--- src/rtl/hazard_ctrl.sv ---
// Pipeline hazard controller: load-use bubbles, branch flushes and a
// multi-cycle freeze for each data-memory access, plus a stall-cycle counter.
module hazard_ctrl #(
  parameter int unsigned MEM_WAIT_CYCLES = 2,
  parameter int unsigned RA_W            = 5
) (
  input  logic            clk,
  input  logic            reset,
  input  logic [RA_W-1:0] id_rs,
  input  logic [RA_W-1:0] id_rt,
  input  logic            id_uses_rt,
  input  logic            ex_mem_read,
  input  logic [RA_W-1:0] ex_rt,
  input  logic            branch_taken,
  input  logic            dmem_req,
  output logic            pc_write,
  output logic            if_id_write,
  output logic            if_id_flush,
  output logic            id_ex_bubble,
  output logic            freeze,
  output logic [1:0]      state,
  output logic [15:0]     stall_cycles
);

  typedef enum logic [1:0] {
    RUN      = 2'd0,
    MEM_WAIT = 2'd1,
    RELEASE  = 2'd2
  } state_t;

  localparam logic [7:0] WAIT_LOAD = 8'(MEM_WAIT_CYCLES - 1);

  state_t     cur;
  logic [7:0] cnt;
  logic       load_use;
  logic       mem_start;
  logic       frz;

  assign state = cur;

  always_comb begin
    load_use  = ex_mem_read && (ex_rt != '0) &&
                ((ex_rt == id_rs) || (id_uses_rt && (ex_rt == id_rt)));
    mem_start = (cur == RUN) && dmem_req;
    frz       = mem_start || (cur == MEM_WAIT);
  end

  // Reset wins over everything; then freeze, load-use bubble, branch flush.
  always_comb begin
    pc_write     = 1'b1;
    if_id_write  = 1'b1;
    if_id_flush  = 1'b0;
    id_ex_bubble = 1'b0;
    freeze       = 1'b0;
    if (reset) begin
      pc_write     = 1'b0;
      if_id_write  = 1'b0;
      if_id_flush  = 1'b1;
      id_ex_bubble = 1'b1;
    end else if (frz) begin
      pc_write    = 1'b0;
      if_id_write = 1'b0;
      freeze      = 1'b1;
    end else if (load_use) begin
      pc_write     = 1'b0;
      if_id_write  = 1'b0;
      id_ex_bubble = 1'b1;
    end else if (branch_taken) begin
      if_id_flush = 1'b1;
    end
  end

  // The request cycle itself is the first frozen cycle, so MEM_WAIT only
  // covers the remaining MEM_WAIT_CYCLES-1 cycles before RELEASE.
  always_ff @(posedge clk or posedge reset) begin
    if (reset) begin
      cur          <= RUN;
      cnt          <= '0;
      stall_cycles <= '0;
    end else begin
      case (cur)
        RUN: begin
          if (mem_start) begin
            if (MEM_WAIT_CYCLES > 1) begin
              cur <= MEM_WAIT;
              cnt <= WAIT_LOAD;
            end else begin
              cur <= RELEASE;
            end
          end
        end
        MEM_WAIT: begin
          if (cnt == 8'd1) cur <= RELEASE;
          cnt <= cnt - 8'd1;
        end
        RELEASE: cur <= RUN;
        default: cur <= RUN;
      endcase
      if (!pc_write && (stall_cycles != 16'hFFFF))
        stall_cycles <= stall_cycles + 16'd1;
    end
  end

endmodule

--- config.mk ---
export PLATFORM = sky130hd
export DESIGN_NAME = hazard_ctrl
export DESIGN_NICKNAME = d
export VERILOG_FILES = /design/src/rtl/hazard_ctrl.sv
export SDC_FILE = /design/constraint.sdc
export NUM_CORES = 1
export LEC_CHECK = 0
export ABC_AREA = 1
export ABC_CLOCK_PERIOD_IN_PS = 3100
export BUFFER_PORTS_ARGS = -buffer_cell sky130_fd_sc_hd__buf_2
export CAP_MARGIN = 25
export CORE_ASPECT_RATIO = 1.4
export CORE_MARGIN = 4
export CORE_UTILIZATION = 40
export CTS_CLUSTER_SIZE = 30
export DETAILED_ROUTE_END_ITERATION = 12
export SETUP_SLACK_MARGIN = 0.02
export SLEW_MARGIN = 20
export SYNTH_ARGS = -nofsm -noshare
export SYNTH_HDL_FRONTEND = slang
export SYNTH_SLANG_ARGS = --single-unit
--- constraint.sdc ---
create_clock -name clk -period 3.1 [get_ports clk]
set_input_delay 0.465 -clock clk [delete_from_list [all_inputs] [get_ports clk]]
set_output_delay 0.465 -clock clk [all_outputs]
set_load 0.05 [all_outputs]
==> key figures <==
Clocking
  • Htree depth: 1
  • Cts hold-fix bufs: 0
  • Postcts setup bufs: 0
  • CTS tree: built
  • Root Driver: clkbuf_8
  • CTS Buffer Depth: 2
  • CTS sink cnt: 26
  • Worst-Skew Late Latency: around 280 ps
  • CTS resizes: 0
  • CTS buffer count: 3
  • Clock transition at path regs: 90 ps

Cells and area
  • Fillers: 441
  • Design Area, Final: 2090 um^2
  • Utilization after layout: between 40 and 50%
  • Register Area: roughly 650 um^2
  • Nets@finish: between 300 and 400
  • Area Growth Syn to Fin: 18.86%
  • Cell Count, Final, Fillers Out: 357
  • Fraction of layout cells with a size suffix above 1: approximately 22%
  • Multi-input logic area: 912.1 um^2
  • Ant diodes: 0

Yosys
  • Post-synthesis cell count: 254
  • Cell area after synthesis: roughly 1800 um^2
  • FF+latch count, synth: 26
  • Synthesized area per cell: about 7 um^2
  • Netlist cell types: 28
  • Syn nets: ~280
  • Sequential share of the synthesized area: between 30% and 40%
  • Syn. warnings: 0

Placed design
  • Placed cell count: between 300 and 400
  • DP Wirelength: 3103 um
  • GPL Wtd Cong: between 0.8 and 0.9
  • Port bufs: 43
  • Placed Area: just over 2000 um^2

Floorplan
  • Ports: 44
  • Die W: between 60 and 70 um
  • DIE AREA: around 5500 um^2
  • FP Rows: 28
  • Starting Density: 41.47%
  • Die Height: slightly below 90 um
  • Core ar.: 4239 um^2

Worst setup path
  • CP max-delay cell: dfrtp_1
  • Critical path arrival: 1870 ps
  • Flop-to-flop setup slack: around 1300 ps
  • Crit path max fanout: 7
  • Crit path kind: reg2out
  • Critical Path Sink Type: output pin
  • WP data required: roughly 2600 ps
  • Worst path max stage delay: about 390 ps
  • Setup crit start kind: flop
  • Crit path max-delay family: simple AND/OR/NAND/NOR gates
  • Critical path depth: 8
  • Cells on worst reg2reg path: 9
  • CP Cell Sequence: inv_2, nand2_2, nand3_1, inv_2, nor2_2, inv_1, o21ai_0, buf_2
  • CP most frequent cell: inv_2
  • Buf/Inv on CP: 4

Pwr
  • Lkg Pwr: 1.206 nW
  • VDD IR max: around 0.29 mV
  • Cell Pwr Density: about 780 nW/um^2

STA
  • Hold WS: 125.8 ps
  • Final period demand of the worst path: 2339 ps
  • Period utilization: between 70% and 80%
  • RSZ-0062 raised after global routing: false
  • Fmax: around 0.43 GHz
  • Final Hold Viols: 0
  • Setup TNS: 0 ps
  • Clock skew: 2.675 ps
  • Least-Margin Pin Slew: 436.2 ps
  • # setup viols final: 0
  • Slew margin rel.: 70.65%
  • Final Max Slew Viols: 0

Detailed routing
  • DR vias: between 1.5k and 2k
  • First-pass DRT Iterations: 4
  • Drt wl/cell: ~11 um
  • Antenna viol nets, final: 0
  • Residual DRC: 0
  • Final WL: 3966 um
  • DR iter-0 viols: between 100 and 150
  • Via/cell ratio: 4.653

Flow run
  • MaxCap Viol Count: 0

GRT
  • First-pass GRT wire length: just over 7000 um
  • Antenna violations before repair: 0
  • Total Routing Usage GR: ~16%
  • Vias in the first global route: about 1.7k
  • GR Overflow Total: 0
  • Largest net degree at the start of global routing: 22

Worst hold path
  • Hold crit path type: in2async

Status
  • Outcome: finished clean
[flip-flops by register name (all words and copies together), names as in the netlist]
register	count
stall_cycles	16
cnt	8
state	2
[cell usage after synthesis]
cell type,n,area (um^2)
a21oi_1,3,15.01
buf_2,3,15.01
buf_4,1,7.510
buf_6,2,22.52
dfrtp_1,26,650.6
ha_1,3,37.54
inv_1,35,131.4
inv_2,5,18.77
mux2i_1,2,20.02
nand2_1,86,322.8
nand2_2,2,12.51
nand2_4,2,22.52
nand3_1,29,145.1
nand3_2,1,10.01
nand3b_1,1,7.510
nand4_1,4,25.02
nor2_1,20,75.07
nor2_2,1,6.260
nor2_4,1,11.26
nor3_1,4,20.02
nor3_2,2,20.02
nor3_4,1,16.27
nor4_1,2,12.51
o21ai_0,5,25.02
o21ai_1,1,5.000
o22ai_1,1,6.260
xnor2_1,3,26.28
xor2_1,8,70.07
[layout make-up]
cell class	count	area share, %
multi-input combinational	182	43.65
tap	60	3.593
timing repair buffer	45	11.02
inverter	40	7.186
clock inverter	1	1.437
clock buffer	3	1.976
sequential	26	31.14
[cells in the final DEF (no fill, tap or decap), types with 5 or more instances in the layout]
cell | netlist | final
nand2_1 | 86 | 86
inv_2 | 5 | 5
nor2_1 | 20 | 20
o21ai_0 | 5 | 5
nand3_1 | 29 | 29
xor2_1 | 8 | 8
inv_1 | 35 | 35
buf_2 | 3 | 43
dfrtp_1 | 26 | 26
[where the power goes]
group / switching [mW] / internal [mW] / total, mW
registers: 0.113 / 0.442 / 0.554
logic: 0.565 / 0.228 / 0.794
clock network: 0.116 / 0.173 / 0.289
[path summary, 6_finish.rpt]
kind	endpoint	from
worst max-delay path	id_ex_bubble	state[1]
worst min-delay path	cnt[0]	reset
worst max register to register	stall_cycles[13]	stall_cycles[0]
worst min register to register	cnt[5]	cnt[5]
max in group asynchronous	stall_cycles[6]	reset
min in group clk	cnt[5]	cnt[5]
[logic make-up after synthesis]
kind of cell	after synthesis	share of synthesized area, %
xor+xnor	11	5.481
buf+inv	46	11.10
fa+ha+maj	3	2.135
flops	26	37.01
mux	2	1.139
simple gates	156	40.21
compound gates	10	2.918
[stage by stage]
stage	power [mW]	setup WS, ps
2_1_floorplan	1.181	269.9
3_3_place_gp	1.354	1075
4_1_cts	1.654	745.4
5_1_grt	1.760	541.0
6_report	1.637	760.7
3_5_place_dp	1.361	1071
[layer usage]
| layer | global-route usage, % | share of wire [%] | vias up |
|---|---|---|---|
| met5 | 0 | 0 | - |
| met4 | 7.859 | 2.6 | 0 |
| met3 | 2.205 | 5.0 | 9 |
| met2 | 29.92 | 50 | 47 |
| met1 | 17.02 | 42 | 731 |
| li1 | - | - | 874 |
Note: power is estimated with default switching activity, not from simulation.
